File: src/rtl/trigger_sequencer.sv
// -----------------------------------------------------------------------------
// trigger_sequencer
//
// Sequences the trigger stages of the logic analyzer core. After an arm command
// it enables only the stages whose configured level equals the current trigger
// level. A qualified non-start match advances the level. A qualified start
// match loads that stage's delay, counts it down and then issues one run pulse
// to the sampler/memory controller.
//
// Optional feature (define TRG_EXT_TRIGGER_EN): adds ext_trg_i. When armed,
// ext_trg_i acts as a start match with zero delay. It ranks below any
// qualified stage start match.
//
// Ports:
//   clk_i        system clock
//   rst_in       asynchronous active-low reset
//   ext_trg_i    external trigger (only with TRG_EXT_TRIGGER_EN)
//   arm_i        arm command pulse (also re-arms from ARMED/DELAY/FIRED)
//   abort_i      abort command pulse; returns to IDLE, beats arm_i and matches
//   stg_match_i  per-stage registered match
//   stg_level_i  per-stage level, stage i at [i*LVL_W +: LVL_W]
//   stg_start_i  per-stage start flag (match fires capture)
//   stg_delay_i  per-stage delay, stage i at [i*DLY_W +: DLY_W]
//   stg_en_o     per-stage enable, only in ARMED
//   level_o      current trigger level
//   armed_o      high in ARMED and DELAY
//   run_o        one-cycle capture-start pulse on entry to FIRED
//   fired_o      high in FIRED
// -----------------------------------------------------------------------------
module trigger_sequencer #(
  parameter int unsigned NUM_STAGES = 4,
  parameter int unsigned LVL_W      = 2,
  parameter int unsigned DLY_W      = 16
) (
  input  logic                        clk_i,
  input  logic                        rst_in,
`ifdef TRG_EXT_TRIGGER_EN
  input  logic                        ext_trg_i,
`endif
  input  logic                        arm_i,
  input  logic                        abort_i,
  input  logic [NUM_STAGES-1:0]       stg_match_i,
  input  logic [NUM_STAGES*LVL_W-1:0] stg_level_i,
  input  logic [NUM_STAGES-1:0]       stg_start_i,
  input  logic [NUM_STAGES*DLY_W-1:0] stg_delay_i,
  output logic [NUM_STAGES-1:0]       stg_en_o,
  output logic [LVL_W-1:0]            level_o,
  output logic                        armed_o,
  output logic                        run_o,
  output logic                        fired_o
);

  typedef enum logic [1:0] {StIdle, StArmed, StDelay, StFired} state_e;

  state_e             state_q, state_d;
  logic [LVL_W-1:0]   level_q, level_d;
  logic [DLY_W-1:0]   cnt_q, cnt_d;
  logic               run_q, run_d;

  logic [NUM_STAGES-1:0] stg_en;
  logic [NUM_STAGES-1:0] qual;
  logic [NUM_STAGES-1:0] qual_start;
  logic                  start_found;
  logic [DLY_W-1:0]      start_dly;
  logic                  ext_trg;

`ifdef TRG_EXT_TRIGGER_EN
  assign ext_trg = ext_trg_i;
`else
  assign ext_trg = 1'b0;
`endif

  // Stage enables come from the registered level, so they settle one cycle
  // after each level change.
  always_comb begin
    stg_en = '0;
    if (state_q == StArmed) begin
      for (int unsigned i = 0; i < NUM_STAGES; i++) begin
        stg_en[i] = (stg_level_i[i*LVL_W +: LVL_W] == level_q);
      end
    end
  end

  assign qual       = stg_match_i & stg_en;
  assign qual_start = qual & stg_start_i;

  // Lowest-indexed qualified start stage wins.
  always_comb begin
    start_found = 1'b0;
    start_dly   = '0;
    for (int unsigned i = 0; i < NUM_STAGES; i++) begin
      if (qual_start[i] && !start_found) begin
        start_found = 1'b1;
        start_dly   = stg_delay_i[i*DLY_W +: DLY_W];
      end
    end
  end

  always_comb begin
    state_d = state_q;
    level_d = level_q;
    cnt_d   = cnt_q;
    run_d   = 1'b0;
    if (abort_i) begin
      state_d = StIdle;
      level_d = '0;
      cnt_d   = '0;
    end else begin
      unique case (state_q)
        StIdle: begin
          if (arm_i) begin
            state_d = StArmed;
            level_d = '0;
          end
        end
        StArmed: begin
          if (arm_i) begin
            level_d = '0;
            cnt_d   = '0;
          end else if (start_found) begin
            cnt_d = start_dly;
            if (start_dly == '0) begin
              state_d = StFired;
              run_d   = 1'b1;
            end else begin
              state_d = StDelay;
            end
          end else if (ext_trg) begin
            state_d = StFired;
            run_d   = 1'b1;
            cnt_d   = '0;
          end else if (|qual) begin
            // Saturate at the top level; several matches still advance once.
            if (level_q != {LVL_W{1'b1}}) begin
              level_d = level_q + LVL_W'(1);
            end
          end
        end
        StDelay: begin
          if (arm_i) begin
            state_d = StArmed;
            level_d = '0;
            cnt_d   = '0;
          end else if (cnt_q <= DLY_W'(1)) begin
            state_d = StFired;
            run_d   = 1'b1;
            cnt_d   = '0;
          end else begin
            cnt_d = cnt_q - DLY_W'(1);
          end
        end
        StFired: begin
          if (arm_i) begin
            state_d = StArmed;
            level_d = '0;
          end
        end
        default: begin
          state_d = StIdle;
          level_d = '0;
          cnt_d   = '0;
        end
      endcase
    end
  end

  always_ff @(posedge clk_i or negedge rst_in) begin
    if (!rst_in) begin
      state_q <= StIdle;
      level_q <= '0;
      cnt_q   <= '0;
      run_q   <= 1'b0;
    end else begin
      state_q <= state_d;
      level_q <= level_d;
      cnt_q   <= cnt_d;
      run_q   <= run_d;
    end
  end

  assign stg_en_o = stg_en;
  assign level_o  = level_q;
  assign armed_o  = (state_q == StArmed) || (state_q == StDelay);
  assign run_o    = run_q;
  assign fired_o  = (state_q == StFired);

endmodule
File: config.mk
export PLATFORM = sky130hd
export DESIGN_NAME = trigger_sequencer
export DESIGN_NICKNAME = d
export VERILOG_FILES = /design/src/rtl/trigger_sequencer.sv
export SDC_FILE = /design/constraint.sdc
export NUM_CORES = 1
export LEC_CHECK = 0
export CORE_UTILIZATION = 43
export CTS_BUF_LIST = sky130_fd_sc_hd__clkbuf_16
export DETAILED_ROUTE_END_ITERATION = 10
export PLACE_DENSITY = 0.81
export SYNTH_ARGS = -nofsm -noshare
export SYNTH_HDL_FRONTEND = slang
export SYNTH_SLANG_ARGS = --single-unit
File: constraint.sdc
create_clock -name clk_i -period 3 [get_ports clk_i]
set_input_delay 0.45 -clock clk_i [delete_from_list [all_inputs] [get_ports clk_i]]
set_output_delay 0.45 -clock clk_i [all_outputs]
set_load 0.02 [all_outputs]
==> impl_summary.log <==
[metrics] final hold violation count: 0
[metrics] CTS root buf: sky130_fd_sc_hd__clkbuf_16
[metrics] mapped cell area: 2145 sq um
[metrics] Max-Cap Viols: 0
[metrics] number of enable-type register cells in the synthesized netlist: 0
[metrics] terminus of the critical flop-to-flop path: run_o
[metrics] area inside the core boundary: 4755 sq um
[metrics] pin count of the biggest net entering global routing: 22
[metrics] post-layout total power: 1.708 mW
[metrics] initial drt markers: 329
[metrics] total of flip-flops plus latches after synthesis: 21
[metrics] Tightest Pin Transition: 0.9225 ns
[metrics] total number of placement rows: 25
[metrics] Hold Crit Endpoint: cnt_q[14]
[metrics] highest fanout seen on the critical path: 4
[metrics] total routing resource utilization after global routing: 29.29%
[metrics] capturing element type of the critical path: register
[metrics] clock-pin slew reported for the worst setup and hold paths after clock tree synthesis: 0.06 ns
[metrics] required time reported for the critical path endpoint: 3.16 ns
[metrics] Reg2Reg Launch Point: state_q[0]
[metrics] Setup Skew: 0.001466 ns
[metrics] unrepaired setup endpoints after global routing: false
[metrics] remaining antenna violation count after routing: 0
[metrics] number of buffers added on ports: 92
[metrics] run status: complete, no violations
[metrics] Routability Congestion: 0.9285
[metrics] most area-consuming cells after synthesis: sky130_fd_sc_hd__dfrtp_1, sky130_fd_sc_hd__nand2_1, sky130_fd_sc_hd__nor2_1
[metrics] CP Class: primary input to register
[metrics] logic depth of the worst register-to-register path: 12
[metrics] part of the cycle the worst path needs: 94.43%
[metrics] TritonCTS sink count: 21
[metrics] final antenna diode count: 0
[metrics] post-synthesis async set-or-reset flop share: 100.0%
[metrics] number of vias after detailed routing: 2696
[metrics] post-synthesis sequential area ratio: 24.50%
[metrics] vias in the first global route: 2575
[metrics] YS warnings: 0
[metrics] critical path's largest stage delay: 0.50 ns
[metrics] kind of path behind the tightest hold check: register to register
[metrics] starting density of the core: 45.11%
[metrics] area share of the largest cell type after synthesis: 24.50%
[metrics] CTS max path bufs: 2
[metrics] sum of net half-perimeters after detailed placement: 6083 um
[metrics] Synth Instances: 297
[metrics] Slew HR: 38.31%
[metrics] chip width: 72.62 um
[metrics] post-route DRC violation count: 0
[metrics] Data arrival, critical path: 2.99 ns
[metrics] Yosys cell types: 42
[metrics] upper clock frequency limit: 353.0 MHz
[metrics] CTS buffer count: 3
[metrics] worst hold path cell count: 2
[metrics] H-tree lvl count: 1
[metrics] count of final setup violators: 0
[metrics] mean post-synth cell area: 7.221 sq um
[metrics] TritonCTS clock tree: done
[metrics] initial antenna violation count: 0
[metrics] Pwr per Cell Area: 487.8 nW/um^2
[metrics] worst setup slack for register-to-register paths: 0.22 ns
[metrics] crit-path cells: clkdlybuf4s50_1 -> xnor2_2 -> or3b_4 -> buf_4 -> and3_1 -> a221o_1 -> mux2i_1 -> nor4b_2 -> nand4_1 -> a2bb2oi_1 -> nor4_2
[metrics] global-route wire length before repair: 12060 um
[metrics] via-per-instance ratio: 5.628
[metrics] startpoint type of the worst setup path: primary input
[metrics] aggregate routed wire length: 7401 um
[metrics] pins over their slew limit: 0
[metrics] leakage power total: 1.544 nW
[metrics] final net count: 504
[metrics] Synthesized Nets: 388
[metrics] worst hold path startpoint: cnt_q[14]
[metrics] fraction of layout cells with a size suffix above 1: 14.81%
[metrics] die height: 72.62 um
[metrics] filler cell count in the final layout: 358
[metrics] average wire per standard cell: 15.45 um
[metrics] Synth-to-Final Area Change: 63.30%
[metrics] most used flip-flop cell after synthesis: sky130_fd_sc_hd__dfrtp_1
[metrics] IO Pins: 93
[metrics] clock insertion delay at the later pin of the skew report: 0.25 ns
[metrics] shortest clock period the worst path allows after layout: 2.833 ns
[metrics] top cell type by total area after synthesis: sky130_fd_sc_hd__dfrtp_1
[metrics] number of detailed-routing iterations run before antenna repair: 5
[metrics] gr ovfl total: 0
[metrics] CTS Hold Bufs: 0
[metrics] full die area: 5274 sq um
[metrics] startpoint of the worst setup timing path: stg_level_i[0]
[metrics] maximum resistive drop on vdd: 0.0002257 V
[metrics] Max stage delay cell, worst path: sky130_fd_sc_hd__clkdlybuf4s50_1
[metrics] worst hold-check slack: 0.4952 ns
[layout by cell type (no fill, tap or decap), types with 3 or more instances in the layout]
master / n
sky130_fd_sc_hd__clkdlybuf4s50_1: 92
sky130_fd_sc_hd__nand2_1: 41
sky130_fd_sc_hd__nor2_1: 37
sky130_fd_sc_hd__buf_4: 34
sky130_fd_sc_hd__o21ai_0: 25
sky130_fd_sc_hd__dfrtp_1: 21
sky130_fd_sc_hd__and3_1: 20
sky130_fd_sc_hd__o21ai_1: 16
sky130_fd_sc_hd__inv_1: 9
sky130_fd_sc_hd__a211oi_1: 9
sky130_fd_sc_hd__nand3_1: 8
sky130_fd_sc_hd__a21oi_1: 8
sky130_fd_sc_hd__xnor2_1: 7
sky130_fd_sc_hd__a211oi_2: 7
sky130_fd_sc_hd__nor4_1: 7
sky130_fd_sc_hd__nor3_1: 7
sky130_fd_sc_hd__a22o_1: 6
sky130_fd_sc_hd__ha_1: 6
sky130_fd_sc_hd__xor2_1: 5
sky130_fd_sc_hd__mux2i_1: 3
sky130_fd_sc_hd__or4_1: 3
sky130_fd_sc_hd__o31ai_1: 3
sky130_fd_sc_hd__clkbuf_16: 3
sky130_fd_sc_hd__buf_12: 3
[routing by layer]
metal	vias to the layer above	part of all wire [%]	GRT usage (%)
met2	157	47	48.08
met4	0	2.2	10.68
met5	-	0	0
met3	16	7.2	2.901
met1	1221	44	39.88
li1	1302	-	-
[sequential cells by signal (all words and copies together), names as in the netlist]
signal,flops
run_o,1
level_o,2
state_q,2
cnt_q,16
[repair_timing]
action | CTS | global route
resized for setup | 0 | 13
endpoints found under the hold margin | 0 | 0
setup buffers | 0 | 2
endpoints found under the setup margin | 0 | 4
[cell usage after synthesis (2+ instances only)]
master and count:
sky130_fd_sc_hd__clkbuf_1 13, sky130_fd_sc_hd__nand4_1 2, sky130_fd_sc_hd__or3_1 2, sky130_fd_sc_hd__xor2_1 5
sky130_fd_sc_hd__o21ai_1 15, sky130_fd_sc_hd__mux2i_1 3, sky130_fd_sc_hd__dfrtp_1 21, sky130_fd_sc_hd__nor3b_1 2
sky130_fd_sc_hd__buf_6 4, sky130_fd_sc_hd__nor2_1 37, sky130_fd_sc_hd__or4_1 3, sky130_fd_sc_hd__and2_1 2
sky130_fd_sc_hd__ha_1 7, sky130_fd_sc_hd__a31oi_1 2, sky130_fd_sc_hd__nand2_1 41, sky130_fd_sc_hd__a211oi_2 5
sky130_fd_sc_hd__xnor2_1 8, sky130_fd_sc_hd__a21oi_1 8, sky130_fd_sc_hd__nor4_1 8, sky130_fd_sc_hd__nor2b_1 2
sky130_fd_sc_hd__inv_1 9, sky130_fd_sc_hd__and3_1 22, sky130_fd_sc_hd__o21ai_0 26, sky130_fd_sc_hd__o31ai_1 3
sky130_fd_sc_hd__nand3_1 8, sky130_fd_sc_hd__nor3_1 7, sky130_fd_sc_hd__a211oi_1 11, sky130_fd_sc_hd__a22o_1 6
sky130_fd_sc_hd__a21bo_2 2
[per-stage QoR]
step / setup WS (ns) / setup TNS [ns] / instances / util (%) / area, sq um
final: 0.1671 / 0 / 479 / 73.66 / 3502
after global routing: 0.0007987 / 0 / 479 / 73.66 / 3502
after CTS: 0.004763 / 0 / 477 / 72.16 / 3431
after detailed placement: -0.2444 / -0.4115 / 473 / 70.47 / 3351
after global placement: -0.1147 / -0.1803 / 473 / 70.47 / 3351
after floorplan: 0.2347 / 0 / 297 / - / 2145
[where the power goes]
group / switching [mW] / internal [mW]
clock: 0.103 / 0.179
sequential: 0.0293 / 0.312
combinational: 0.570 / 0.515
[how the worst max path moves through the flow]
stage | depth (start not counted) | slack (ns) | end
after floorplan | 13 | 0.23 | run_o
after global placement | 10 | -0.11 | run_o
after detailed placement | 11 | -0.24 | run_o
after CTS | 11 | 0.005 | run_o
after global routing | 11 | 0.0008 | run_o
final | 11 | 0.17 | run_o
[critical path: cells and delay by family]
kind,cells,cell delay (ns)
buffers and inverters,2,0.65
AO/OA/AOI/OAI,2,0.45
AND/OR/NAND/NOR,5,1.14
multiplexers,1,0.17
XOR/XNOR,1,0.13
[layout make-up]
class                   instances  area (sq um)  area share (%)
clock buffers                   3         75.07           2.144
clock inverters                 1         5.005          0.1429
inverters                       9         33.78          0.9646
multi-input cells             249          1543           44.05
flip-flops and latches         21         525.5           15.01
well taps                      67         83.83           2.394
repair buffers                129          1236           35.30
[kinds of logic (layout without fill, tap and decap cells)]
family,after synthesis,in the layout,synth area share (%)
simple gates,143,143,33.37
compound gates,83,83,25.15
buf+inv,27,142,6.184
flops,21,21,24.50
xor+xnor,13,13,5.309
fa+ha+maj,7,7,4.084
mux,3,3,1.400
(Power assumes the default switching activity.)
